### config.mk
export PLATFORM = sky130hd
export DESIGN_NAME = pulse_spacer
export DESIGN_NICKNAME = d
export VERILOG_FILES = /design/src/rtl/pulse_spacer_pkg.sv /design/src/rtl/pulse_spacer.sv
export SDC_FILE = /design/constraint.sdc
export NUM_CORES = 1
export LEC_CHECK = 0
export BUFFER_PORTS_ARGS = -buffer_cell sky130_fd_sc_hd__buf_2
export CORE_UTILIZATION = 50
export CTS_CLUSTER_SIZE = 12
export DETAILED_ROUTE_END_ITERATION = 8
export MAX_ROUTING_LAYER = met4
export PLACE_DENSITY_LB_ADDON = 0.25
export SYNTH_ARGS = -nofsm -noshare
export SYNTH_HDL_FRONTEND = slang
export SYNTH_SLANG_ARGS = --single-unit
### constraint.sdc
create_clock -name clk_fast -period 2.6 [get_ports clk_fast]
set_input_delay 0.13 -clock clk_fast [delete_from_list [all_inputs] [get_ports clk_fast]]
set_output_delay 0.13 -clock clk_fast [all_outputs]
set_load 0.02 [all_outputs]
### src/rtl/pulse_spacer_pkg.sv
// -----------------------------------------------------------------------------
// pulse_spacer_pkg
//   Shared definitions for the pulse_spacer fast-domain front end:
//     state_e    - FSM state encoding (IDLE / PULSE / GAP)
//     gap_cnt_w  - width of the gap counter for a given GAP_CYCLES
// -----------------------------------------------------------------------------
package pulse_spacer_pkg;

  typedef enum logic [1:0] {
    ST_IDLE  = 2'd0,
    ST_PULSE = 2'd1,
    ST_GAP   = 2'd2
  } state_e;

  // The gap counter is loaded with GAP_CYCLES-1; one spare bit keeps the
  // width legal and comfortable for GAP_CYCLES == 1.
  function automatic int gap_cnt_w(input int gap_cycles);
    return $clog2(gap_cycles) + 1;
  endfunction

endpackage : pulse_spacer_pkg

### src/rtl/pulse_spacer.sv
// -----------------------------------------------------------------------------
// pulse_spacer
//   Fast-domain front end for the fast-to-slow single-bit pulse synchronizer.
//   Single-cycle events on clk_fast are queued in a saturating pending counter
//   and re-emitted as single-cycle pulses at least GAP_CYCLES+1 cycles apart,
//   so the synchronizer's toggle/feedback loop is idle before each new pulse.
//
// Parameters
//   GAP_CYCLES  idle cycles forced after each issued pulse (>= 1); must exceed
//               the synchronizer round trip (>= 3 clk_slow + 2 clk_fast)
//   CNT_W       pending counter width; up to 2^CNT_W-1 events held
//
// Ports
//   clk_fast   in   fast clock, all logic on posedge
//   rstn       in   asynchronous active-low reset
//   clr        in   synchronous clear of queue, flag and FSM (highest priority)
//   event_in   in   each cycle sampled high counts as one event
//   pulse_out  out  single-cycle spaced pulse towards synchronizer data_in
//   busy       out  high while the FSM is not IDLE
//   pending    out  events accepted but not yet issued
//   overflow   out  sticky; set when an event had to be dropped
// -----------------------------------------------------------------------------
module pulse_spacer
  import pulse_spacer_pkg::*;
#(
  parameter int GAP_CYCLES = 8,
  parameter int CNT_W      = 4
) (
  input  logic             clk_fast,
  input  logic             rstn,
  input  logic             clr,
  input  logic             event_in,
  output logic             pulse_out,
  output logic             busy,
  output logic [CNT_W-1:0] pending,
  output logic             overflow
);

  localparam int             GW       = gap_cnt_w(GAP_CYCLES);
  localparam logic [GW-1:0]  GAP_LOAD = GW'(GAP_CYCLES - 1);
  localparam logic [CNT_W-1:0] PEND_MAX = '1;

  state_e           state_q, state_d;
  logic [GW-1:0]    gap_q,   gap_d;
  logic [CNT_W-1:0] pend_q,  pend_d;
  logic             ovf_q,   ovf_d;
  logic             pulse_q, busy_q;
  logic             want;
  logic             consume;

  // Something to issue: either a fresh event this cycle or a queued one.
  assign want = event_in || (pend_q != '0);

  always_comb begin
    // NOTE: every signal driven here gets a default first so no path can
    // leave it unassigned and infer a latch.
    state_d = state_q;
    gap_d   = gap_q;
    pend_d  = pend_q;
    ovf_d   = ovf_q;
    consume = 1'b0;

    case (state_q)
      ST_IDLE: begin
        if (want) begin
          state_d = ST_PULSE;
          consume = 1'b1;
        end
      end
      ST_PULSE: begin
        state_d = ST_GAP;
        gap_d   = GAP_LOAD;
      end
      ST_GAP: begin
        if (gap_q == '0) begin
          // Back-to-back issue straight out of GAP keeps spacing at exactly
          // GAP_CYCLES+1 while the queue is non-empty.
          if (want) begin
            state_d = ST_PULSE;
            consume = 1'b1;
          end else begin
            state_d = ST_IDLE;
          end
        end else begin
          gap_d = gap_q - GW'(1);
        end
      end
      default: state_d = ST_IDLE;
    endcase

    // Pending bookkeeping. On a consume with an empty queue the consumed
    // event is this cycle's event_in, so the count does not move; with a
    // non-empty queue the count moves by inc-1.
    if (consume) begin
      if (pend_q != '0 && !event_in) begin
        pend_d = pend_q - CNT_W'(1);
      end
    end else if (event_in) begin
      if (pend_q == PEND_MAX) begin
        ovf_d = 1'b1;  // event dropped, count stays at max
      end else begin
        pend_d = pend_q + CNT_W'(1);
      end
    end

    // Clear wins over everything, including this cycle's event.
    if (clr) begin
      state_d = ST_IDLE;
      gap_d   = '0;
      pend_d  = '0;
      ovf_d   = 1'b0;
    end
  end

  always_ff @(posedge clk_fast or negedge rstn) begin
    if (!rstn) begin
      state_q <= ST_IDLE;
      gap_q   <= '0;
      pend_q  <= '0;
      ovf_q   <= 1'b0;
      pulse_q <= 1'b0;
      busy_q  <= 1'b0;
    end else begin
      // NOTE: non-blocking assignments so every register samples the
      // pre-edge values regardless of statement order.
      state_q <= state_d;
      gap_q   <= gap_d;
      pend_q  <= pend_d;
      ovf_q   <= ovf_d;
      // Outputs come straight from flops so the synchronizer input is
      // glitch-free and exactly one cycle wide.
      pulse_q <= (state_d == ST_PULSE);
      busy_q  <= (state_d != ST_IDLE);
    end
  end

  assign pulse_out = pulse_q;
  assign busy      = busy_q;
  assign pending   = pend_q;
  assign overflow  = ovf_q;

endmodule : pulse_spacer

After elaboration in Yosys (flattened, before gate mapping)
Cells that the tools add are included.
{ "totals": {"out_inout_bits": 7, "reg_bits": 13, "word_cells": 51, "inputBits": 4} }
{ "op_classes": {"reduce_logical": 14, "n_mux": 20, "n_addsub": 3, "n_eq_ne": 8} }
{ "ops": {"columns": ["operator", "count"], "rows": [
  ["$mux W4", 7],
  ["$pmux W4 S2", 1],
  ["$sub A4 B1 Y4 const B", 2],
  ["$mux W1", 7],
  ["$mux W2", 3],
  ["$ne A3 B3 Y1 const B", 2],
  ["$pmux W2 S3", 1],
  ["$reduce_and A3 Y1", 2],
  ["$reduce_bool A2 Y1", 3],
  ["$reduce_bool A3 Y1", 2],
  ["$add A4 B1 Y4 const B", 1],
  ["$eq A2 B1 Y1 const B", 2],
  ["$eq A4 B4 Y1 const B", 1],
  ["$logic_not A4 Y1", 1],
  ["$reduce_bool A4 Y1", 1],
  ["$ne A3 B2 Y1 const B", 1],
  ["$eq A2 B2 Y1 const B", 1],
  ["$logic_not A2 Y1", 1],
  ["$ne A2 B2 Y1 const B", 1],
  ["$pmux W1 S2", 1],
  ["$reduce_and A2 Y1", 1],
  ["$logic_and A1 B1 Y1", 1],
  ["$logic_not A1 Y1", 1],
  ["$logic_or A1 B1 Y1", 1]
]} }

Depth between registers and ports, before layout
Gate-level depths: netlist (run 1).
{ "depth": {"ltp_word": 7, "depth_mapped": 11} }

Worst setup path before layout (run 1)
No wires, ideal clock.
{ "synth_timing": {"path_type": "register -> register", "from": "register gap_q[0]", "to": "register pend_q[3] (netlist: pending[3])", "path_buffers": 0, "arrival_time_ns": 2.220, "setup_slack_ns": 0.253, "period_less_slack_ns": 2.347, "t_required_ns": 2.472, "setup_time_ns": 0.128, "stages_incl_launch_ff": 12, "cell_sequence": "dfrtp_1 -> inv_1 -> ha_1 -> nor4b_4 -> nor2_2 -> a21o_1 -> inv_2 -> ha_1 -> a31oi_1 -> nor2_1 -> a32oi_1 -> mux2_1"} }
{ "synth_via": {"elab_chain_len": 5, "elab_cells_between_ends": 9, "classes_between": "eq/ne (2); mux (4); reduce/logical (3)"} }
{ "synth_lines": {"columns": ["element", "line_no", "source"], "rows": [
  ["start, declared", "pulse_spacer.sv:44", "logic [GW-1:0] gap_q, gap_d;"],
  ["start signal, assigned", "pulse_spacer.sv:127", "gap_q <= gap_d;"],
  ["$logic_not A4 Y1 *", "pulse_spacer.sv:75", "if (gap_q == '0) begin"],
  ["$mux W1 *", "pulse_spacer.sv:75", null],
  ["$pmux W1 S2 *", "pulse_spacer.sv:63", "case (state_q)"],
  ["$ne A3 B2 Y1 (no source line), or another cell as far along", null, null],
  ["$reduce_and A3 Y1 (no source line) / $mux W4 (equally long branches)", null, null],
  ["end signal, assigned", "pulse_spacer.sv:128", "pend_q <= pend_d;"],
  ["end, declared", "pulse_spacer.sv:45", "logic [CNT_W-1:0] pend_q, pend_d;"]
]} }
Mark *: on every way between the ends. The rest lies on a longest branch, timed or not.
A chain may end at the register's enable or synchronous reset.

Final worst setup path (run 1)
{ "layout_timing": {"from": "register gap_q[1]", "to": "register pend_q[3] (netlist: pending[3])"} }
The elaborated chain is that of the path after synthesis.

==> flow_summary.json, run 1 <==
{
  "rsz0062_at_grt": "no",
  "cts_max_path_buffers": 2,
  "cts_sinks": 13,
  "rows": 14,
  "cap_viol_max_count": 0,
  "synth_cell_types": 40,
  "power_mw": 1.39,
  "post-place-ws_ns": 0.0855,
  "final_nets": 115,
  "dieArea_sq_um": 1850,
  "cts-resized-gates": 0,
  "fillers": 128,
  "syn_nets": 97,
  "netlist_instances": 89,
  "clk_pin_slew_ns": 0.08,
  "clockRootBuffer": "clkbuf_4",
  "tightest_slew_ns": 0.435,
  "drcViolationCount": 0,
  "io_buffers": 10,
  "startpoint_type": "flop",
  "avgSynthCellArea_sq_um": 9.45,
  "fin_area_sq_um": 972,
  "ios": 11,
  "fp.dieH_um": 43.0,
  "gp_congestion": 0.779,
  "yosysTopAreaCell": "dfrtp_1",
  "setup_viol": 0,
  "synthTopCellsByArea": "dfrtp_1 (39%), ha_1 (6.0%), nor2_1 (4.9%), nor4b_4 (2.8%), a211oi_1 (2.7%)",
  "cts_buffers": 3,
  "antenna_found_initial": 0,
  "finalWirelength_mm": 1.78,
  "synth-seq-cells": 13,
  "ir_worst_vdd_uv": 910,
  "clk_latency_ns": 0.28,
  "yosysMostFrequentCell": "dfrtp_1",
  "cp_max_fo": 4,
  "endpoint_kind": "flop",
  "ys_async_sr_fraction_pct": 100,
  "fin_setup_tns_ns": 0,
  "vias": 711,
  "drv_slew": 0,
  "dpl_cell_area_sq_um": 921,
  "post-route-min-period_ns": 2.45,
  "required_ns": 2.77,
  "syn-cell-area_sq_um": 841,
  "max_freq_mhz": 408,
  "area_growth_pct": 15.6,
  "yosys-top-cells-count": "dfrtp_1 (13), nor2_1 (11), nand2_1 (6), inv_1 (5)",
  "ys_seq_area_share_pct": 38.7,
  "drt_iter0_markers": 19,
  "fin_skew_ns": 0.000898,
  "slew-limit-headroom_pct": 70.7,
  "final_layout_size_suffix_gt1_share_pct": 26.4,
  "cts_tree": "yes",
  "finalHoldViolCount": 0,
  "arrival_ns": 2.61,
  "grt-ovfl-total": 0,
  "setup_ws_ns": 0.152,
  "cts.htree.levels": 1,
  "vias_per_cell": 5.83,
  "grt_pass1_vias": 729,
  "holdCritPathClass": "input pin to flop",
  "critical_path_class": "flop to flop",
  "dpl.hpwl_mm": 1.25,
  "final_core_util_pct": 63.1,
  "power.leakage_nw": 0.459,
  "synth_warnings": 0,
  "synth_top_cell_area_share_pct": 38.7,
  "grt_pass1_wl_mm": 3.03,
  "drtAntennaViolNets": 0,
  "synth_flop_cell": "dfrtp_1",
  "power_density_nw_per_um2": 1430,
  "core_area_sq_um": 1540,
  "grt_use_total_pct": 22.7,
  "die_x_um": 43.0,
  "initial_utilization_pct": 54.5,
  "period_share_pct": 94.2,
  "grt_max_degree": 16,
  "status": "completed",
  "synth_enable_flop_cells": 0,
  "route.detailed.wl_per_inst_um": 14.6,
  "antenna_cells": 0,
  "drt_pass1_iterations": 4
}
-- per-layer routing --
metal / wire (um) / global-route usage [%]
met1: 822 / 27.6
met2: 868 / 36.7
met3: 57 / 3.40
met4: 34 / 10.9
met5: 0 / -
-- critical path, stage by stage (launching register included) --
cell and delay (ns):
dfrtp_1 0.41, inv_1 0.09, ha_1 0.18, nor4b_4 0.25
nor2_2 0.11, a21o_1 0.20, inv_2 0.06, ha_1 0.25
a31oi_1 0.17, nor2_1 0.06, a32oi_1 0.21, mux2_1 0.34
-- layout make-up --
class	instances	area, sq um	area share (%)
multi-input cells	66	473	48.6
flip-flops and latches	13	325	33.5
repair buffers	17	105	10.8
clock buffers	4	26.3	2.70
inverters	6	22.5	2.32
well taps	16	20.0	2.06
-- metrics by stage --
stage / std cells / hold WS [ns]
floorplan: 89 / -0.166
global placement: 115 / 0.0300
detailed placement: 115 / 0.0313
CTS: 120 / 0.201
global route: 122 / 0.219
finish: 122 / 0.203
-- cell usage in the layout (no fill, tap or decap), types with 3 or more instances in the layout --
cell type / instances
a31oi_1: 3
nor3_1: 4
o21ai_0: 4
dfrtp_1: 13
buf_2: 10
a21oi_1: 3
ha_1: 4
inv_1: 5
a211oi_1: 3
nand2_1: 6
buf_4: 6
clkbuf_4: 3
nor2_1: 11
-- what timing repair did --
| item | in CTS | in global routing |
|---|---|---|
| endpoints found under the hold margin | 13 | 0 |
| hold buffers | 1 | 0 |
| setup buffers | 0 | 2 |
| endpoints found under the setup margin | 0 | 1 |
-- power by group --
group / total (mW) / switching [mW] / internal [mW]
Clock: 0.129 / 0.0695 / 0.0595
Combinational: 0.879 / 0.472 / 0.407
Sequential: 0.383 / 0.101 / 0.282
Total: 1.39 / 0.643 / 0.748
-- registers in the layout (all words and copies together), names as in the netlist --
| register | count |
|---|---|
| pulse_out | 1 |
| state_q | 2 |
| busy | 1 |
| pending | 4 |
| overflow | 1 |
| gap_q | 4 |
-- logic make-up (layout without fill, tap and decap cells) --
| family | count (synthesis) | after routing | synth area share, % |
|---|---|---|---|
| simple gates | 36 | 36 | 26.9 |
| compound gates | 21 | 21 | 17.4 |
| flops | 13 | 13 | 38.7 |
| buf+inv | 10 | 27 | 5.06 |
| fa+ha+maj | 4 | 4 | 5.95 |
| mux | 3 | 3 | 3.87 |
| xor+xnor | 2 | 2 | 2.08 |
-- path summary, 6_finish.rpt --
| check | slack (ns) | cells after the start | endpoint | startpoint |
|---|---|---|---|---|
| worst max-delay path | 0.15 | 11 | pending[3]$_DFFE_PN0P_ | gap_q[1]$_DFFE_PN0P_ |
| worst min-delay path | 0.20 | 2 | state_q[0]$_DFF_PN0_ | clr |
| worst max register to register | 0.15 | 11 | pending[3]$_DFFE_PN0P_ | gap_q[1]$_DFFE_PN0P_ |
| worst min register to register | 0.52 | 2 | overflow$_DFFE_PN0P_ | overflow$_DFFE_PN0P_ |
| max in group asynchronous | 2.10 | 2 | overflow$_DFFE_PN0P_ | rstn |
| min in group asynchronous | 0.28 | 2 | pending[3]$_DFFE_PN0P_ | rstn |
(Power assumes the default switching activity.)
==> inputs of run 2 (changes only) <==
- CORE_UTILIZATION: 50 -> 35
==> flow_summary.json, run 2 (synthesis results as in run 1) <==
{
  "status": "completed",
  "tightest_slew_ns": 0.454,
  "cts_tree": "yes",
  "dp_cells": 127,
  "cts-resized-gates": 0,
  "vias": 689,
  "grt_use_total_pct": 16.2,
  "io_buffers": 10,
  "finalWirelength_mm": 1.65,
  "rsz0062_at_grt": "no",
  "post-route-min-period_ns": 2.42,
  "ios": 11,
  "ir_worst_vdd_uv": 630,
  "drt_iter0_markers": 5,
  "route.detailed.wl_per_inst_um": 12.4,
  "grt_max_degree": 16,
  "fin_setup_tns_ns": 0,
  "drtAntennaViolNets": 0,
  "finalHoldViolCount": 0,
  "startpoint_type": "flop",
  "cts_sinks": 13,
  "r2r_cells": 11,
  "fin_area_sq_um": 980,
  "grt-ovfl-total": 0,
  "initial_utilization_pct": 37.6,
  "final_layout_size_suffix_gt1_share_pct": 25.7,
  "clk_pin_slew_ns": 0.09,
  "worstSetupEndpoint": "pending[3]$_DFFE_PN0P_",
  "fin_cells": 133,
  "holdCritPathClass": "input pin to flop",
  "antenna_found_initial": 0,
  "cts_buffers": 3,
  "final_core_util_pct": 43.9,
  "cp_max_fo": 4,
  "cts_max_path_buffers": 2,
  "rows": 17,
  "critical_path_class": "flop to flop",
  "power.leakage_nw": 0.454,
  "core_area_sq_um": 2230,
  "drv_slew": 0,
  "drt_pass1_iterations": 4,
  "startpoint": "gap_q[1]$_DFFE_PN0P_",
  "dieArea_sq_um": 2600,
  "max_freq_mhz": 414,
  "slew-limit-headroom_pct": 69.5,
  "power_mw": 1.36,
  "area_growth_pct": 16.5,
  "reg2reg_slack_ns": 0.18,
  "antenna_cells": 0,
  "cts.htree.levels": 1,
  "final_cell_mix": "dfrtp_1 (13), nor2_1 (11), buf_2 (10)",
  "grt_pass1_wl_mm": 3.10,
  "endpoint_kind": "flop",
  "clockRootBuffer": "clkbuf_4",
  "arrival_ns": 2.58,
  "fin_skew_ns": 0.00471,
  "gp_congestion": 0.811,
  "die_x_um": 51.0,
  "required_ns": 2.76,
  "drcViolationCount": 0,
  "dpl.hpwl_mm": 1.22,
  "r2r_start": "gap_q[1]$_DFFE_PN0P_",
  "clk_latency_ns": 0.28,
  "cap_viol_max_count": 0,
  "setup_viol": 0,
  "period_share_pct": 93.0,
  "vias_per_cell": 5.18,
  "power_density_nw_per_um2": 1390,
  "rr_endpoint": "pending[3]$_DFFE_PN0P_",
  "fp.dieH_um": 51.0,
  "grt_pass1_vias": 716,
  "final_nets": 114,
  "layout_commonest_cell": "dfrtp_1",
  "dpl_cell_area_sq_um": 936
}
run 2: cell count changes in the layout (fill, tap and decap cells not counted), sizes merged:
cell,previous run,this run
buf,16,15
run 2: worst max-delay path, cell delays in order, from the launching register on:
cell	delay, ns
dfrtp_1	0.41
inv_1	0.09
ha_1	0.18
nor4b_4	0.24
nor2_2	0.10
a21o_1	0.18
inv_2	0.06
ha_1	0.25
a31oi_1	0.17
nor2_1	0.05
a32oi_1	0.23
mux2_1	0.34
run 2: cell type report:
type,instances,area [sq um]
Multi-Input combinational cell,66,473
Clock buffer,4,26.3
Inverter,6,22.5
Sequential cell,13,325
Fill cell,237,1250
Timing Repair Buffer,16,97.6
Tap cell,28,35.0
run 2: how the worst min path moves through the flow:
stage,startpoint,to,cells after the start
2_1_floorplan,rstn,busy$_DFF_PN0_,0
3_3_place_gp,rstn,pending[0]$_DFFE_PN0P_,1
3_5_place_dp,rstn,pending[0]$_DFFE_PN0P_,1
4_1_cts,event_in,overflow$_DFFE_PN0P_,3
5_1_grt,event_in,overflow$_DFFE_PN0P_,3
6_report,event_in,overflow$_DFFE_PN0P_,3
run 2: repair_timing:
item | CTS | global route
hold endpoints to repair | 13 | 0
endpoints found under the setup margin | 0 | 1
setup buffers | 0 | 1
hold buffers | 1 | 0
run 2: power by group:
part	switching (mW)	internal, mW
logic	0.448	0.396
clock network	0.0705	0.0595
registers	0.108	0.282
run 2: metal layers:
metal | GRT usage, % | wire [um] | vias up
li1 | - | - | 358
met1 | 19.9 | 830 | 318
met2 | 26.3 | 752 | 9
met3 | 2.08 | 46 | 4
met4 | 7.87 | 24 | 0
met5 | - | 0 | -
run 2: stage by stage:
stage | setup slack [ns] | hold slack, ns
final | 0.183 | 0.183
after global routing | 0.0251 | 0.215
after CTS | 0.125 | 0.179
after detailed placement | 0.135 | 0.0328
after floorplan | 0.253 | -0.166
after global placement | 0.202 | 0.0377
==> inputs of run 3 (changes only) <==
- ABC_AREA: not set -> 1
==> flow_summary.json, run 3 <==
{
  "status": "completed",
  "setup_ws_ns": 0.704,
  "switchingPower_mw": 0.451,
  "cts_sinks": 13,
  "ys_async_sr_fraction_pct": 100,
  "top_usage_layer": "met2",
  "finalWirelength_mm": 1.50,
  "rsz0062_at_grt": "no",
  "route.detailed.wl_per_inst_um": 10.5,
  "yosysMostFrequentCell": "nand2_1",
  "final_nets": 124,
  "core_area_sq_um": 2190,
  "synth_top_family_by_area": "simple AND/OR/NAND/NOR gates",
  "syn-cell-area_sq_um": 810,
  "grtUsageMet1_pct": 20.0,
  "synth_top_cell_area_share_pct": 40.2,
  "synth-seq-cells": 13,
  "cap_viol_max_count": 0,
  "reg2reg_slack_ns": 0.70,
  "avgSynthCellArea_sq_um": 8.10,
  "dpl.hpwl_mm": 1.18,
  "synth_xor_area_share_pct": 1.08,
  "arrival_ns": 2.08,
  "fin_skew_ns": 0.00251,
  "synthAdderAreaFrac_pct": 6.18,
  "cp_max_fo": 5,
  "post-place-ws_ns": 0.690,
  "startpoint_type": "flop",
  "pwr-share-comb_pct": 53.3,
  "antenna_cells": 0,
  "io_buffers": 10,
  "required_ns": 2.78,
  "grt_use_total_pct": 15.1,
  "final_layout_size_suffix_gt1_share_pct": 30.4,
  "layout_commonest_cell": "nand2_1",
  "drt_pass1_iterations": 3,
  "vias": 664,
  "cpPeakStageDelay_ns": 0.37,
  "critical_path_class": "flop to flop",
  "synth_mux_area_share_pct": 0,
  "synth_compound_area_share_pct": 11.4,
  "drtAntennaViolNets": 0,
  "period_share_pct": 72.9,
  "tightest_slew_ns": 0.292,
  "power_density_nw_per_um2": 1030,
  "grt.met2_usage_pct": 22.7,
  "rr_endpoint": "pending[2]$_DFFE_PN0P_",
  "synth_enable_flop_cells": 0,
  "yosysTopAreaCell": "dfrtp_1",
  "cts_buffers": 3,
  "fillers": 237,
  "switching_share_pct": 47.2,
  "r2r_cells": 12,
  "p_seq_share_pct": 32.8,
  "ios": 11,
  "p_int_mw": 0.505,
  "synth_warnings": 0,
  "vias_per_cell": 4.64,
  "max_freq_mhz": 527,
  "hold_start": "clr",
  "grt-ovfl-total": 0,
  "grt_pass1_vias": 642,
  "clk_pin_slew_ns": 0.09,
  "synth_flop_cell": "dfrtp_1",
  "crit_chain": "inv_1 -> ha_1 -> nand3_4 -> a21oi_1 -> nand2_1 -> nand2_1 -> inv_1 -> ha_1 -> inv_1 -> nand2_1 -> xnor2_1 -> o21ai_2",
  "setup_viol": 0,
  "post-route-min-period_ns": 1.90,
  "ir_worst_vdd_uv": 516,
  "initial_utilization_pct": 37.0,
  "drv_slew": 0,
  "grt_pass1_wl_mm": 2.75,
  "final_cell_mix": "nand2_1 (20), inv_1 (15), dfrtp_1 (13)",
  "drt_iter0_markers": 18,
  "slowest_stage": "dfrtp_1",
  "min_to": "overflow$_DFFE_PN0P_",
  "gp_congestion": 0.814,
  "yosys-top-cells-count": "nand2_1 (20), inv_1 (15), dfrtp_1 (13), inv_2 (7), nand3_1 (6)",
  "hold_depth": 2,
  "die_x_um": 50.1,
  "ys_seq_area_share_pct": 40.2,
  "synthTopCellsByArea": "dfrtp_1 (40%), nand2_1 (9.3%), inv_1 (7.0%), ha_1 (6.2%), nand3_4 (4.3%)",
  "clk_latency_ns": 0.28,
  "dieArea_sq_um": 2510,
  "slew-limit-headroom_pct": 80.5,
  "holdCritPathClass": "input pin to flop",
  "syn_nets": 108,
  "grt_max_degree": 14,
  "use_met3_pct": 1.85,
  "power.leakage_nw": 0.500,
  "finalHoldViolCount": 0,
  "yosys.area_share.simple_pct": 30.4,
  "r2r_start": "gap_q[0]$_DFFE_PN0P_",
  "area_growth_pct": 15.1,
  "cts_max_path_buffers": 2,
  "endpoint_kind": "flop",
  "netlist_instances": 100,
  "clockRootBuffer": "clkbuf_4",
  "synth_cell_types": 22,
  "startpoint": "gap_q[0]$_DFFE_PN0P_",
  "fp.dieH_um": 50.1,
  "p_clk_share_pct": 13.9,
  "cts.htree.levels": 1,
  "rows": 17,
  "drcViolationCount": 0,
  "cts_tree": "yes",
  "antenna_found_initial": 0,
  "fin_setup_tns_ns": 0
}
-- run 3: changes by cell type in the layout (fill, tap and decap cells not counted), sizes merged, moves of 3 or more --
cell / previous run / this run
nand2: 6 / 24
inv: 6 / 22
nand3: 1 / 9
buf: 15 / 10
nor2: 12 / 7
a211oi: 4 / 0
nor3: 4 / 0
o21ai: 5 / 9
nand4: 0 / 3
nor4: 3 / 0
-- run 3: power groups by stage --
stage / registers, mW / clock network [mW] / logic, mW
detailed placement: 0.317 / 0 / 0.510
floorplan: 0.352 / 0 / 0.360
CTS: 0.314 / 0.136 / 0.515
global route: 0.326 / 0.143 / 0.579
global placement: 0.316 / 0 / 0.498
finish: 0.314 / 0.133 / 0.509
-- run 3: final cells by class --
cell class              count  area, sq um  share of cell area (%)
clock buffers               3         22.5                    2.42
clock inverters             1         5.00                   0.537
inverters                  23         86.3                    9.26
multi-input cells          64          398                    42.7
flip-flops and latches     13          325                    34.9
well taps                  28         35.0                    3.76
repair buffers             11         60.1                    6.44
-- run 3: per-layer routing --
metal / part of all wire [%] / vias up
li1: - / 351
met1: 51 / 301
met2: 45 / 8
met3: 2.2 / 4
met4: 1.6 / 0
met5: 0 / -
-- run 3: stage by stage --
stage	area, sq um	hold WS [ns]	power, mW	cells	util [%]
after detailed placement	895	0.0388	0.827	138	40.8
final	932	0.100	0.956	143	42.5
after floorplan	810	-0.166	0.712	100	-
after CTS	932	0.101	0.964	143	42.5
after global routing	932	0.125	1.05	143	42.5
after global placement	895	0.0438	0.814	138	40.8
-- run 3: repair_timing --
action | CTS | global route
gates resized for setup | 0 | 0
hold endpoints to repair | 13 | 0
hold buffers | 1 | 0
buffers inserted | 0 | 0
-- run 3: logic make-up (layout without fill, tap and decap cells) --
group / count (synthesis) / count (layout)
adders and majority gates: 4 / 4
buffers and inverters: 23 / 38
xor gates and xnor gates: 1 / 1
and+or+nand+nor: 44 / 44
DFF: 13 / 13
AOI/OAI and AO/OA: 15 / 15
-- run 3: worst max path at each step --
stage | to
floorplan | pending[3]$_DFFE_PN0P_
global placement | pending[2]$_DFFE_PN0P_
detailed placement | pending[2]$_DFFE_PN0P_
CTS | pending[2]$_DFFE_PN0P_
global route | pending[2]$_DFFE_PN0P_
finish | pending[2]$_DFFE_PN0P_
-- run 3: worst max-delay path: cells and delay by family (launching register included) --
| family | cells | cell delay, ns |
|---|---|---|
| AO/OA/AOI/OAI | 2 | 0.28 |
| adder cells (fa/ha/maj) | 2 | 0.38 |
| buffers and inverters | 3 | 0.24 |
| AND/OR/NAND/NOR | 4 | 0.36 |
| flip-flops | 1 | 0.37 |
| XOR/XNOR | 1 | 0.17 |
